==> src/rtl/game_flow_controller_pkg.sv <==
// Shared constants and state encoding for the Frogger game sequencer.
package game_flow_controller_pkg;

    typedef enum logic [2:0] {
        ST_IDLE      = 3'd0,
        ST_PLAY      = 3'd1,
        ST_HIT       = 3'd2,
        ST_LEVEL_UP  = 3'd3,
        ST_GAME_OVER = 3'd4
    } state_e;

    localparam logic [2:0]  c_LIVES_INI      = 3'd3;
    localparam logic [3:0]  c_LEVEL_MAX      = 4'd8;
    localparam int          c_HIT_FRAMES     = 60;
    localparam int          c_LEVELUP_FRAMES = 30;
    localparam logic [19:0] c_BASE_PERIOD    = 20'd600000;
    localparam logic [19:0] c_PERIOD_STEP    = 20'd60000;
    localparam logic [19:0] c_MIN_PERIOD     = 20'd150000;

endpackage

==> src/rtl/game_flow_controller_if.sv <==
// Event inputs and control outputs of the game sequencer.
interface game_flow_controller_if;
    logic        i_Start;
    logic        i_Frame_Tick;
    logic        i_Has_Collided;
    logic        i_Frog_Crossed;
    logic [2:0]  o_State;
    logic [2:0]  o_Lives;
    logic [3:0]  o_Level;
    logic [19:0] o_Car_Period;
    logic        o_Freeze;
    logic        o_Frog_Respawn;

    modport master (
        input  i_Start, i_Frame_Tick, i_Has_Collided, i_Frog_Crossed,
        output o_State, o_Lives, o_Level, o_Car_Period, o_Freeze, o_Frog_Respawn
    );

    modport slave (
        output i_Start, i_Frame_Tick, i_Has_Collided, i_Frog_Crossed,
        input  o_State, o_Lives, o_Level, o_Car_Period, o_Freeze, o_Frog_Respawn
    );
endinterface

==> src/rtl/game_flow_controller_speed_table.sv <==
// Level to car step period: linear reduction per level, floored, registered.
module game_flow_controller_speed_table
    import game_flow_controller_pkg::*;
#(
    parameter logic [19:0] P_BASE_PERIOD = c_BASE_PERIOD,
    parameter logic [19:0] P_PERIOD_STEP = c_PERIOD_STEP,
    parameter logic [19:0] P_MIN_PERIOD  = c_MIN_PERIOD
) (
    input  logic        i_Clk,
    input  logic        i_Reset,
    input  logic [3:0]  i_Level,
    output logic [19:0] o_Car_Period
);

    logic [23:0] prod;
    logic [23:0] headroom;
    logic [23:0] diff;
    logic [19:0] period_d;
    logic [19:0] period_q;

    // Clamp before subtracting so the 24-bit difference can never wrap.
    always_comb begin
        prod     = 24'(i_Level - 4'd1) * 24'(P_PERIOD_STEP);
        headroom = 24'(P_BASE_PERIOD) - 24'(P_MIN_PERIOD);
        diff     = 24'(P_BASE_PERIOD) - prod;
        period_d = (prod >= headroom) ? P_MIN_PERIOD : diff[19:0];
    end

    always_ff @(posedge i_Clk or posedge i_Reset) begin
        if (i_Reset) period_q <= P_BASE_PERIOD;
        else         period_q <= period_d;
    end

    assign o_Car_Period = period_q;

endmodule

==> src/rtl/game_flow_controller.sv <==
// Frogger game sequencer: lives, level, phase, freeze and frog respawn.
module game_flow_controller
    import game_flow_controller_pkg::*;
#(
    parameter logic [2:0]  P_LIVES_INI      = c_LIVES_INI,
    parameter logic [3:0]  P_LEVEL_MAX      = c_LEVEL_MAX,
    parameter int          P_HIT_FRAMES     = c_HIT_FRAMES,
    parameter int          P_LEVELUP_FRAMES = c_LEVELUP_FRAMES,
    parameter logic [19:0] P_BASE_PERIOD    = c_BASE_PERIOD,
    parameter logic [19:0] P_PERIOD_STEP    = c_PERIOD_STEP,
    parameter logic [19:0] P_MIN_PERIOD     = c_MIN_PERIOD
) (
    input  logic                   i_Clk,
    input  logic                   i_Reset,
    game_flow_controller_if.master bus
);

    localparam logic [7:0] HIT_LAST = 8'(P_HIT_FRAMES - 1);
    localparam logic [7:0] LUP_LAST = 8'(P_LEVELUP_FRAMES - 1);

    state_e     state_q, state_d;
    logic [2:0] lives_q, lives_d;
    logic [3:0] level_q, level_d;
    logic [7:0] timer_q, timer_d;
    logic       freeze_q, freeze_d;
    logic       respawn_q, respawn_d;
    logic       start_q;
    logic       start_edge;

    always_ff @(posedge i_Clk or posedge i_Reset) begin
        if (i_Reset) begin
            state_q   <= ST_IDLE;
            lives_q   <= P_LIVES_INI;
            level_q   <= 4'd1;
            timer_q   <= 8'd0;
            freeze_q  <= 1'b1;
            respawn_q <= 1'b0;
            start_q   <= 1'b0;
        end else begin
            state_q   <= state_d;
            lives_q   <= lives_d;
            level_q   <= level_d;
            timer_q   <= timer_d;
            freeze_q  <= freeze_d;
            respawn_q <= respawn_d;
            start_q   <= bus.i_Start;
        end
    end

    always_comb begin
        state_d    = state_q;
        lives_d    = lives_q;
        level_d    = level_q;
        timer_d    = timer_q;
        start_edge = bus.i_Start & ~start_q;

        case (state_q)
            ST_IDLE, ST_GAME_OVER: begin
                if (start_edge) begin
                    lives_d = P_LIVES_INI;
                    level_d = 4'd1;
                    timer_d = 8'd0;
                    state_d = ST_PLAY;
                end
            end
            ST_PLAY: begin
                // A collision wins over a crossing in the same cycle.
                if (bus.i_Has_Collided) begin
                    lives_d = (lives_q != 3'd0) ? lives_q - 3'd1 : 3'd0;
                    timer_d = 8'd0;
                    state_d = ST_HIT;
                end else if (bus.i_Frog_Crossed) begin
                    if (level_q != P_LEVEL_MAX) level_d = level_q + 4'd1;
                    timer_d = 8'd0;
                    state_d = ST_LEVEL_UP;
                end
            end
            ST_HIT: begin
                if (bus.i_Frame_Tick) begin
                    if (timer_q == HIT_LAST) begin
                        timer_d = 8'd0;
                        state_d = (lives_q == 3'd0) ? ST_GAME_OVER : ST_PLAY;
                    end else begin
                        timer_d = timer_q + 8'd1;
                    end
                end
            end
            ST_LEVEL_UP: begin
                if (bus.i_Frame_Tick) begin
                    if (timer_q == LUP_LAST) begin
                        timer_d = 8'd0;
                        state_d = ST_PLAY;
                    end else begin
                        timer_d = timer_q + 8'd1;
                    end
                end
            end
            default: state_d = ST_IDLE;
        endcase

        freeze_d  = (state_d != ST_PLAY);
        respawn_d = (state_d == ST_PLAY) && (state_q != ST_PLAY);
    end

    game_flow_controller_speed_table #(
        .P_BASE_PERIOD (P_BASE_PERIOD),
        .P_PERIOD_STEP (P_PERIOD_STEP),
        .P_MIN_PERIOD  (P_MIN_PERIOD)
    ) u_speed_table (
        .i_Clk        (i_Clk),
        .i_Reset      (i_Reset),
        .i_Level      (level_q),
        .o_Car_Period (bus.o_Car_Period)
    );

    assign bus.o_State        = state_q;
    assign bus.o_Lives        = lives_q;
    assign bus.o_Level        = level_q;
    assign bus.o_Freeze       = freeze_q;
    assign bus.o_Frog_Respawn = respawn_q;

endmodule

==> src/flat_wrapper.sv <==
// flat-port wrapper written by rule: the top's interface ports become plain ports
module game_flow_controller_flat import game_flow_controller_pkg::*;
#(
    parameter logic [2:0]  P_LIVES_INI      = c_LIVES_INI,
    parameter logic [3:0]  P_LEVEL_MAX      = c_LEVEL_MAX,
    parameter int          P_HIT_FRAMES     = c_HIT_FRAMES,
    parameter int          P_LEVELUP_FRAMES = c_LEVELUP_FRAMES,
    parameter logic [19:0] P_BASE_PERIOD    = c_BASE_PERIOD,
    parameter logic [19:0] P_PERIOD_STEP    = c_PERIOD_STEP,
    parameter logic [19:0] P_MIN_PERIOD     = c_MIN_PERIOD
)
  (i_Clk, i_Reset, bus_i_Start, bus_i_Frame_Tick, bus_i_Has_Collided, bus_i_Frog_Crossed, bus_o_State, bus_o_Lives, bus_o_Level, bus_o_Car_Period, bus_o_Freeze, bus_o_Frog_Respawn);
  game_flow_controller_if bus_i ();
  input  logic i_Clk;
  input  logic i_Reset;
  input wire logic [$bits(bus_i.i_Start)-1:0] bus_i_Start;
  input wire logic [$bits(bus_i.i_Frame_Tick)-1:0] bus_i_Frame_Tick;
  input wire logic [$bits(bus_i.i_Has_Collided)-1:0] bus_i_Has_Collided;
  input wire logic [$bits(bus_i.i_Frog_Crossed)-1:0] bus_i_Frog_Crossed;
  output wire logic [$bits(bus_i.o_State)-1:0] bus_o_State;
  output wire logic [$bits(bus_i.o_Lives)-1:0] bus_o_Lives;
  output wire logic [$bits(bus_i.o_Level)-1:0] bus_o_Level;
  output wire logic [$bits(bus_i.o_Car_Period)-1:0] bus_o_Car_Period;
  output wire logic [$bits(bus_i.o_Freeze)-1:0] bus_o_Freeze;
  output wire logic [$bits(bus_i.o_Frog_Respawn)-1:0] bus_o_Frog_Respawn;
  assign bus_i.i_Start = bus_i_Start;
  assign bus_i.i_Frame_Tick = bus_i_Frame_Tick;
  assign bus_i.i_Has_Collided = bus_i_Has_Collided;
  assign bus_i.i_Frog_Crossed = bus_i_Frog_Crossed;
  assign bus_o_State = bus_i.o_State;
  assign bus_o_Lives = bus_i.o_Lives;
  assign bus_o_Level = bus_i.o_Level;
  assign bus_o_Car_Period = bus_i.o_Car_Period;
  assign bus_o_Freeze = bus_i.o_Freeze;
  assign bus_o_Frog_Respawn = bus_i.o_Frog_Respawn;
  game_flow_controller #(.P_LIVES_INI(P_LIVES_INI), .P_LEVEL_MAX(P_LEVEL_MAX), .P_HIT_FRAMES(P_HIT_FRAMES), .P_LEVELUP_FRAMES(P_LEVELUP_FRAMES), .P_BASE_PERIOD(P_BASE_PERIOD), .P_PERIOD_STEP(P_PERIOD_STEP), .P_MIN_PERIOD(P_MIN_PERIOD)) u_core (.i_Clk(i_Clk), .i_Reset(i_Reset), .bus(bus_i));
endmodule
==> config.mk <==
export PLATFORM = sky130hd
export DESIGN_NAME = game_flow_controller_flat
export DESIGN_NICKNAME = d
export VERILOG_FILES = /design/src/rtl/game_flow_controller_pkg.sv /design/src/rtl/game_flow_controller_if.sv /design/src/rtl/game_flow_controller_speed_table.sv /design/src/rtl/game_flow_controller.sv /design/src/flat_wrapper.sv
export SDC_FILE = /design/constraint.sdc
export NUM_CORES = 1
export LEC_CHECK = 0
export CORE_MARGIN = 3
export CORE_UTILIZATION = 61
export CTS_CLUSTER_DIAMETER = 50
export CTS_CLUSTER_SIZE = 8
export DETAILED_ROUTE_END_ITERATION = 10
export PLACE_DENSITY = 0.86
export SYNTH_ARGS = -nofsm -noshare
export SYNTH_HDL_FRONTEND = slang
export SYNTH_SLANG_ARGS = --single-unit
export TNS_END_PERCENT = 100
==> constraint.sdc <==
create_clock -name i_Clk -period 15.3 [get_ports i_Clk]
set_input_delay 4.59 -clock i_Clk [delete_from_list [all_inputs] [get_ports i_Clk]]
set_output_delay 4.59 -clock i_Clk [all_outputs]
set_load 0.01 [all_outputs]
==> impl_results.md, run 1 <==
* Outcome: finished, final reports clean
* I/O Buffers at 33
* Setup TNS Final at 0 ns
* HPWL Detailed at around 5200 um
* Syn. warnings at 0
* Postcts setup bufs at 0
* Min Clock Period, post-route at 6.45 ns
* Slowest stage cell, crit path: a22oi_1
* Clock-pin slew on the worst setup and hold paths at 0.08 ns
* Post-synthesis cell type count at between 50 and 60
* Max Buffers Root-to-Sink at 2
* Worst path bufs/invs at 1
* Total core area at 5570 um^2
* Initial Util at 0.640
* Final Slew Violations at 0
* Syn_area_per_cell at 8.93 um^2
* Most common cell after layout, fill and taps aside: inv_1
* Grt ovf at 0
* Clk_skew at 0.0140 ns
* Critical Path Most Common Cell: nor2_1
* Cells after Synth at between 300 and 400
* Vias in the first global route at around 2.7k
* Initial DRC count at approximately 120
* Critical path class: input port to register
* Synth Register Bits at 37
* Hold Vio Cnt, Final at 0
* Clock root buffer: clkbuf_8
* Critical Path RT at roughly 15 ns
* Die area at 6800 um^2
* DRT Pass-1 Iters at 4
* Slew @ Worst Pin at 0.916 ns
* Routed via count at 2803
* Max-cap violations at 0
* Hold/Removal Path Class: register to register
* Crit start category: input port
* Crit-path cells: clkdlybuf4s50_1 > nor2_1 > o22ai_1 > a22oi_1 > nor2_1 > nand3_1 > xor2_1 > nor2_1
* ANT cells at 0
* Sink Count at 37
* Share of cells above drive strength 1 at 0.0755
* Synth area leaders: dfrtp_1 (18%), ha_1 (15%), dfstp_2 (8.8%), fa_1 (8.4%), inv_1 (6.3%)
* Synth top area share at 0.176
* Initial antenna violation count at 0
* H-tree levels at 2
* Routed Antenna Nets at 0
* Critical Path AT at 6.64 ns
* Remaining routing DRC violations at 0
* Horiz. Die Dim at 82.4 um
* Fillers at roughly 430
* RSZ-0062 raised after global routing: false
* Most frequent cells in the layout: inv_1 (60), ha_1 (44), clkdlybuf4s50_1 (33), nor2_1 (30), dfrtp_1 (25)
* Final Cycle Share at 0.421
* Synth Cell Area at 3560 um^2
* Vias per cell at 5.51
* Largest net degree at the start of global routing at 38
* Worst setup EP type: register
* Worst path max stage delay at ~0.75 ns
* Seq/Total Area, Yosys at 0.264
* Ports at 38
* Primary FF master, synth: dfrtp_1
* F_max at 155 MHz
* Crit-path leading delay family: compound AO/OA/AOI/OAI gates
* Post-synth ARST share at 1.00
* Global Route Usage Sum at 0.209
* Site Rows at 27
* Drt total wl at 6570 um
* Post-cts resize count at 0
* Hold-fix buffers at CTS at 0
* Max-slew headroom at 0.389
* Routed len/inst at 12.9 um
* Area Growth Syn to Fin at 14.9%
* Placer Congestion at 0.866
* Nets at 501
* EDFF count, synth at 0
* Final setup viols at 0
* First-pass GRT wire length at 11200 um
* CP max FO at 12
* CTS tree: built
* Worst-Skew Late Latency at 0.30 ns
* Yosys top cell by area: dfrtp_1
* Die Y-Extent at between 80 and 90 um
* Inserted Clock Buffers at 5
==> cells by family (layout without fill, tap and decap cells) <==
group	count (synthesis)	after routing	synth area share
flops	37	37	0.264
mux	2	2	0.00597
fa+ha+maj	59	59	0.239
buf+inv	69	103	0.0790
other cells	2	6	0.00211
compound gates	82	82	0.161
simple gates	110	110	0.156
xor+xnor	38	38	0.0934
==> flip-flops by register name (all words and copies together), names as in the netlist <==
name	flops
u_core.timer_q	8
u_core.bus.o_State	3
u_core.bus.o_Lives	3
u_core.bus.o_Frog_Respawn	1
u_core.bus.o_Level	4
u_core.start_q	1
u_core.bus.o_Freeze	1
u_core.u_speed_table.o_Car_Period	16
==> worst min-delay path: cells and delay by family (launching register included) <==
kind | cells | cell delay, ns
AOI/OAI and AO/OA | 1 | 0.06
and+or+nand+nor | 1 | 0.06
DFF | 1 | 0.40
==> synth_stat cells (all sizes together), types with 5 or more instances <==
master  number
inv         60
ha          44
nor2        30
dfrtp       25
a21oi       21
nand2       21
xnor2       21
o21ai       17
xor2        17
fa          15
nand2b      14
nand3       14
dfstp       12
nor3        10
a211oi       7
o211ai       6
buf          5
==> per-stage QoR <==
step	cell area, um^2	hold slack [ns]	util	setup slack, ns	instances
6_report	4100	0.556	0.735	8.85	509
5_1_grt	4100	0.604	0.735	8.55	509
4_1_cts	4100	0.544	0.735	8.91	509
3_5_place_dp	3960	0.525	0.710	8.60	501
3_3_place_gp	3960	0.525	0.710	8.71	501
2_1_floorplan	3580	0.497	-	9.02	403
==> worst paths after layout <==
check | from | endpoint | slack, ns | cells past startpoint
setup reg to reg | u_core.bus.o_Level[0] | u_core.u_speed_table.o_Car_Period[5] | 8.90 | 21
min in group asynchronous | i_Reset | u_core.timer_q[7] | 4.69 | 3
max in group asynchronous | i_Reset | u_core.u_speed_table.o_Car_Period[9] | 10.25 | 3
setup / recovery | bus_i_Has_Collided | u_core.timer_q[7] | 8.85 | 8
hold / removal | u_core.timer_q[1] | u_core.timer_q[1] | 0.56 | 2
hold reg to reg | u_core.timer_q[1] | u_core.timer_q[1] | 0.56 | 2
==> routing by layer <==
layer,vias up,GRT usage,wire length [um]
met5,-,0,0
met4,0,0.0615,85
met3,7,0.0336,256
met2,69,0.346,3100
met1,1316,0.281,3130
li1,1411,-,-
==> cell type report <==
cell class | count | area [um^2] | share of cell area
Inverter | 60 | 225 | 0.0550
Clock buffer | 5 | 68.8 | 0.0168
Clock inverter | 3 | 68.8 | 0.0168
Tap cell | 72 | 90.1 | 0.0220
Multi-Input combinational cell | 297 | 2360 | 0.575
Sequential cell | 37 | 941 | 0.230
Timing Repair Buffer | 35 | 345 | 0.0843
Power of run 1 is not shown: default switching activity piles up to over one toggle a cycle in this logic, so the estimate is an artifact.
==> inputs of run 2 (changes only) <==
Settings changed: CORE_UTILIZATION 61 to 52, PLACE_DENSITY 0.86 to 0.78.
Clock period 15.3 ns to 5.9 ns, I/O delays scaled along.
==> impl_results.md, run 2 (synthesized netlist as in run 1, its figures left out) <==
* Outcome: finished, final reports clean (unchanged)
* Min Clock Period, post-route at 5.63 ns
* Fin util at 0.647 (was 0.735)
* Final Slew Violations at 0 (unchanged)
* CTS tree: built (unchanged)
* Total core area at 6490 um^2 (was 5570 um^2)
* Site Rows at 29 (was 27)
* Worst-Skew Late Latency at 0.29 ns (was 0.30 ns)
* Horiz. Die Dim at 88.8 um (was 82.4 um)
* Initial Util at 0.549 (was 0.640)
* Grt ovf at 0 (unchanged)
* Area Growth Syn to Fin at 17.9% (was 14.9%)
* Final Cycle Share at 0.955
* Hold Vio Cnt, Final at 0 (unchanged)
* Share of cells above drive strength 1 at 0.101 (was 0.0755)
* Max-slew headroom at 0.405 (was 0.389)
* Hold/Removal Path Class: register to register (unchanged)
* Routed via count at 2899 (was 2803)
* Initial antenna violation count at 0 (unchanged)
* Setup Slack @ Placement at 0.0777 ns (was 8.60 ns)
* Slowest stage cell, crit path: dfstp_2 (was a22oi_1)
* Worst path max stage delay at 0.60 ns (was 0.75 ns)
* Initial DRC count at 160 (was 123)
* Ports at 38 (unchanged)
* Max Buffers Root-to-Sink at 2 (unchanged)
* Max reg flops at 16 (unchanged)
* Vias in the first global route at 2756 (was 2661)
* Critical path class: register to register (was input port to register)
* DRT Pass-1 Iters at 5 (was 4)
* Crit-path cells: inv_1 > ha_1 > xor2_1 > ha_1 > xor2_2 > fa_1 > xnor2_1 > xnor2_1 > ha_1 > inv_1 > fa_1 > inv_1 > ha_1 > a211oi_2 > o21bai_1 > a21o_1 > a221o_1 > xnor2_1 > a211oi_2 > buf_4 > o211ai_4 > or2_1 (was clkdlybuf4s50_1 > nor2_1 > o22ai_1 > a22oi_1 > nor2_1 > nand3_1 > xor2_1 > nor2_1)
* F_max at 178 MHz
* HPWL Detailed at 5490 um (was 5210 um)
* Max-cap violations at 0 (unchanged)
* Most common cell after layout, fill and taps aside: inv_1 (unchanged)
* Routed len/inst at 13.7 um (was 12.9 um)
* Remaining routing DRC violations at 0 (unchanged)
* Critical Path AT at 5.80 ns (was 6.64 ns)
* Crit-path leading delay family: adder cells (was compound AO/OA/AOI/OAI gates)
* Vias per cell at 5.56 (was 5.51)
* ANT cells at 0 (unchanged)
* Hold-fix buffers at CTS at 0 (unchanged)
* Clock-pin slew on the worst setup and hold paths at 0.08 ns (about the same)
* Most frequent cells in the layout: inv_1 (59), ha_1 (44), clkdlybuf4s50_1 (33), nor2_1 (30), dfrtp_1 (25) (was inv_1 (60), ha_1 (44), clkdlybuf4s50_1 (33), nor2_1 (30), dfrtp_1 (25))
* Nets at 508 (was 501)
* Critical Path Most Common Cell: ha_1 (was nor2_1)
* Sink Count at 37 (unchanged)
* Inserted Clock Buffers at 5 (unchanged)
* Routed Antenna Nets at 0 (unchanged)
* Clock root buffer: clkbuf_8 (unchanged)
* Final WS setup at 0.268 ns (was 8.85 ns)
* Die Y-Extent at 88.8 um (was 82.4 um)
* Final setup viols at 0 (unchanged)
* CP max FO at 8 (was 12)
* Clk_skew at 0.00911 ns (was 0.0140 ns)
* Drt total wl at 7120 um (was 6570 um)
* H-tree levels at 2 (unchanged)
* Worst setup EP type: register (unchanged)
* Crit start category: register (was input port)
* Global Route Usage Sum at 0.186 (was 0.209)
* First-pass GRT wire length at 11800 um (was 11200 um)
* Slew @ Worst Pin at 0.892 ns (was 0.916 ns)
* Die area at 7880 um^2 (was 6800 um^2)
* Placer Congestion at 0.904 (was 0.866)
* Largest net degree at the start of global routing at 38 (unchanged)
* I/O Buffers at 33 (unchanged)
* Worst path bufs/invs at 4 (was 1)
* Critical Path RT at 6.07 ns (was 15.49 ns)
[run 2: changes by cell type in the layout (fill, tap and decap cells not counted), sizes merged]
cell      change
buf           +6
clkinvlp      +1
o211ai        +1
inv           -1
[run 2: layout make-up]
class | count | area [um^2]
clock buffer | 5 | 68.8
clock inverter | 3 | 68.8
sequential | 37 | 941
inverter | 60 | 229
tap | 77 | 96.3
multi-input combinational | 298 | 2410
fill | 503 | 2290
timing repair buffer | 41 | 390
[run 2: worst reg2reg max path, cell delays in order, from the launching register on]
cell and delay (ns):
dfstp_2 0.60, inv_1 0.11, ha_1 0.27, xor2_1 0.18
ha_1 0.38, xor2_2 0.21, fa_1 0.49, xnor2_1 0.15
xnor2_1 0.13, ha_1 0.28, inv_1 0.05, fa_1 0.49
inv_1 0.04, ha_1 0.39, a211oi_2 0.25, o21bai_1 0.10
a21o_1 0.20, a221o_1 0.37, xnor2_1 0.14, a211oi_2 0.15
buf_4 0.17, o211ai_4 0.13, or2_1 0.25
[run 2: per-layer routing]
metal / track usage / up-vias / part of all wire
met5: 0 / - / 0
met4: 0.0467 / 0 / 0.012
met3: 0.0298 / 9 / 0.041
met2: 0.308 / 64 / 0.48
met1: 0.253 / 1400 / 0.46
li1: - / 1426 / -
[run 2: worst paths after layout]
| kind | end | cells after the start | start | slack, ns |
|---|---|---|---|---|
| min reg2reg | u_core.timer_q[1] | 2 | u_core.timer_q[1] | 0.55 |
| max reg2reg | u_core.u_speed_table.o_Car_Period[5] | 22 | u_core.bus.o_Level[0] | 0.27 |
| max | u_core.u_speed_table.o_Car_Period[5] | 22 | u_core.bus.o_Level[0] | 0.27 |
| min | u_core.timer_q[1] | 2 | u_core.timer_q[1] | 0.55 |
| min in group asynchronous | u_core.timer_q[4] | 3 | i_Reset | 1.88 |
| max in group asynchronous | u_core.u_speed_table.o_Car_Period[10] | 3 | i_Reset | 3.65 |
[run 2: stage by stage]
step / area [um^2] / std cells / TNS, ns / hold WS (ns)
after floorplan: 3580 / 403 / 0 / 0.497
after global placement: 4000 / 511 / 0 / 0.514
after detailed placement: 4000 / 511 / 0 / 0.532
after CTS: 4140 / 519 / 0 / 0.550
after global routing: 4200 / 521 / -0.00519 / 0.591
final: 4200 / 521 / 0 / 0.547
[run 2: timing repair]
action | in CTS | in global routing
buffers inserted | 0 | 1
gates resized for setup | 0 | 8
setup endpoints to repair | 0 | 16
Power of run 2 is left out for the same reason.
==> inputs of run 3 (changes only) <==
--- a/config.mk
+++ b/config.mk
@@ -7,4 +7,5 @@
 export LEC_CHECK = 0
+export ABC_AREA = 1
 export CORE_MARGIN = 3
-export CORE_UTILIZATION = 52
+export CORE_UTILIZATION = 53
 export CTS_CLUSTER_DIAMETER = 50
@@ -12,3 +13,3 @@
 export DETAILED_ROUTE_END_ITERATION = 10
-export PLACE_DENSITY = 0.78
+export PLACE_DENSITY = 0.79
 export SYNTH_ARGS = -nofsm -noshare
==> constraint.sdc (replaced) <==
create_clock -name i_Clk -period 4.7 [get_ports i_Clk]
set_input_delay 0.705 -clock i_Clk [delete_from_list [all_inputs] [get_ports i_Clk]]
set_output_delay 0.705 -clock i_Clk [all_outputs]
set_load 0.01 [all_outputs]
==> impl_results.md, run 3 <==
* Site Rows at 30 (was 29)
* Worst path bufs/invs at 4 (unchanged)
* Worst R2R Path Depth at 25 (was 22)
* Global Route Usage Sum at 0.211 (was 0.186)
* Worst path max stage delay at 0.60 ns (about the same)
* Post-synth ARST share at 1.00 (unchanged)
* Final setup viols at 0 (unchanged)
* Most common cell after layout, fill and taps aside: inv_1 (unchanged)
* Synth area leaders: dfrtp_1 (16%), ha_1 (14%), inv_1 (11%), nand2_1 (10%), dfstp_2 (8.1%) (was dfrtp_1 (18%), ha_1 (15%), dfstp_2 (8.8%), fa_1 (8.4%), inv_1 (6.3%))
* Initial DRC count at 168 (was 160)
* Most frequent cells in the layout: inv_1 (106), nand2_1 (102), nand3_1 (41), ha_1 (36), clkdlybuf4s50_1 (33) (was inv_1 (59), ha_1 (44), clkdlybuf4s50_1 (33), nor2_1 (30), dfrtp_1 (25))
* Synth Cell Area at 3890 um^2 (was 3560 um^2)
* Critical Path AT at 4.87 ns (was 5.80 ns)
* CTS tree: built (unchanged)
* Count leader, synth: inv_1 (unchanged)
* Primary FF master, synth: dfrtp_1 (unchanged)
* Slowest stage cell, crit path: fa_2 (was dfstp_2)
* Worst setup EP type: register (unchanged)
* Initial Util at 0.560 (was 0.549)
* Ports at 38 (unchanged)
* Horiz. Die Dim at 91.7 um (was 88.8 um)
* Max-cap violations at 0 (unchanged)
* F_max at 215 MHz (was 178 MHz)
* Die Y-Extent at 91.7 um (was 88.8 um)
* Crit-path leading delay family: adder cells (unchanged)
* Clock-pin slew on the worst setup and hold paths at 0.08 ns (about the same)
* Inserted Clock Buffers at 5 (unchanged)
* Placer Congestion at 0.919 (was 0.904)
* Die area at 8400 um^2 (was 7880 um^2)
* Post-synthesis cell type count at 39 (was 58)
* Crit start category: register (unchanged)
* Initial antenna violation count at 0 (unchanged)
* Critical Path Most Common Cell: ha_4 (was ha_1)
* Hold-fix buffers at CTS at 0 (unchanged)
* Max reg flops at 16 (unchanged)
* Yosys top cell by area: dfrtp_1 (unchanged)
* CP max FO at 5 (was 8)
* Seq/Total Area, Yosys at 0.242 (was 0.264)
* Most frequent cells after synthesis: inv_1 (112), nand2_1 (108), nand3_1 (45) (was inv_1 (60), ha_1 (44), nor2_1 (30))
* Vias in the first global route at 3469 (was 2756)
* Synth Register Bits at 37 (unchanged)
* Critical path class: register to register (unchanged)
* Clk_skew at 0.0122 ns (was 0.00911 ns)
* Routed Antenna Nets at 0 (unchanged)
* Sink Count at 37 (unchanged)
* Total core area at 6940 um^2 (was 6490 um^2)
* Worst setup path start: u_core.bus.o_Level[0] (unchanged)
* I/O Buffers at 33 (unchanged)
* Routed len/inst at 12.9 um (was 13.7 um)
* ANT cells at 0 (unchanged)
* Hold/Removal Path Class: register to register (unchanged)
* Syn. warnings at 0 (unchanged)
* Final Cycle Share at 0.987 (was 0.955)
* H-tree levels at 2 (unchanged)
* Remaining routing DRC violations at 0 (unchanged)
* Largest net degree at the start of global routing at 38 (unchanged)
* Nets at 659 (was 508)
* First-pass GRT wire length at 15000 um (was 11800 um)
* Setup TNS Final at 0 ns (unchanged)
* Cells after Synth at 527 (was 399)
* Syn_area_per_cell at 7.38 um^2 (was 8.93 um^2)
* Outcome: finished, final reports clean (unchanged)
* Hold-critical path depth at 2 (unchanged)
* Hold Vio Cnt, Final at 0 (unchanged)
* Grt ovf at 0 (unchanged)
* Min Clock Period, post-route at 4.64 ns (was 5.63 ns)
* FF-to-FF End: u_core.u_speed_table.o_Car_Period[13] (was u_core.u_speed_table.o_Car_Period[5])
* RSZ-0062 raised after global routing: true
* Critical Path RT at 4.93 ns (was 6.07 ns)
* Routed via count at 3515 (was 2899)
* Hold_sp: u_core.bus.o_Lives[1] (was u_core.timer_q[1])
* Worst-Skew Late Latency at 0.29 ns (about the same)
* EDFF count, synth at 0 (unchanged)
* Share of cells above drive strength 1 at 0.203 (was 0.101)
* Max Buffers Root-to-Sink at 2 (unchanged)
* DRT Pass-1 Iters at 4 (was 5)
* Worst R2R Setup Slack at 0.06 ns (was 0.27 ns)
* Drt total wl at 8880 um (was 7120 um)
* HPWL Detailed at 6810 um (was 5490 um)
* Final Slew Violations at 0 (unchanged)
* R2R Path Start: u_core.bus.o_Level[0] (unchanged)
* Vias per cell at 5.09 (was 5.56)
* Synth top area share at 0.161 (was 0.176)
* Clock root buffer: clkbuf_8 (unchanged)
* Hold Path Sink: u_core.bus.o_Lives[1] (was u_core.timer_q[1])
* Area Growth Syn to Fin at 27.4% (was 17.9%)
run 3: logic make-up (layout without fill, tap and decap cells):
logic type / after synthesis / count (layout) / share of synthesized area
and+or+nand+nor: 229 / 231 / 0.278
other: 2 / 6 / 0.00193
adders and majority gates: 60 / 60 / 0.221
DFF: 37 / 37 / 0.242
buffers and inverters: 121 / 183 / 0.121
xor gates and xnor gates: 25 / 25 / 0.0621
AOI/OAI and AO/OA: 53 / 53 / 0.0743
run 3: per-stage QoR:
stage	worst slack [ns]	util	std cells	hold slack, ns	area [um^2]
6_report	0.0595	0.714	691	0.516	4950
3_3_place_gp	-0.0613	0.650	672	0.496	4510
3_5_place_dp	-0.139	0.650	672	0.508	4510
5_1_grt	-0.175	0.714	691	0.544	4950
4_1_cts	0.0116	0.666	680	0.521	4630
2_1_floorplan	0.0114	-	531	0.505	3990
run 3: layout make-up:
type	instances	area, um^2
Tap cell	96	120
Timing Repair Buffer	59	537
Inverter	116	442
Multi-Input combinational cell	375	2820
Sequential cell	37	942
Clock buffer	6	82.6
Clock inverter	2	13.8
Fill cell	553	1990
run 3: per-layer routing:
metal,GRT usage,share of wire
met2,0.383,0.53
met1,0.253,0.42
met4,0.0704,0.021
met3,0.0320,0.030
met5,0,0
run 3: worst register-to-register path, delay by kind of cell (launching register included):
kind	cells	cell delay, ns
adders and majority gates	6	2.05
and+or+nand+nor	10	1.03
xor gates and xnor gates	4	0.57
DFF	1	0.56
buffers and inverters	4	0.24
AOI/OAI and AO/OA	1	0.14
run 3: repair_timing:
item                                    CTS  global route
resized for setup                         3            50
pin swaps                                 3            28
endpoints found under the hold margin     0             0
endpoints found under the setup margin   16            16
buffers inserted                          0             9
cloned                                    0             2
run 3: how the worst max path moves through the flow:
stage | endpoint | slack [ns] | cells after the start
2_1_floorplan | u_core.u_speed_table.o_Car_Period[12] | 0.01 | 28
3_3_place_gp | u_core.u_speed_table.o_Car_Period[5] | -0.06 | 27
6_report | u_core.u_speed_table.o_Car_Period[13] | 0.06 | 25
3_5_place_dp | u_core.u_speed_table.o_Car_Period[18] | -0.14 | 28
4_1_cts | u_core.u_speed_table.o_Car_Period[18] | 0.01 | 29
5_1_grt | u_core.u_speed_table.o_Car_Period[13] | -0.18 | 28
Power of run 3 is left out for the same reason.
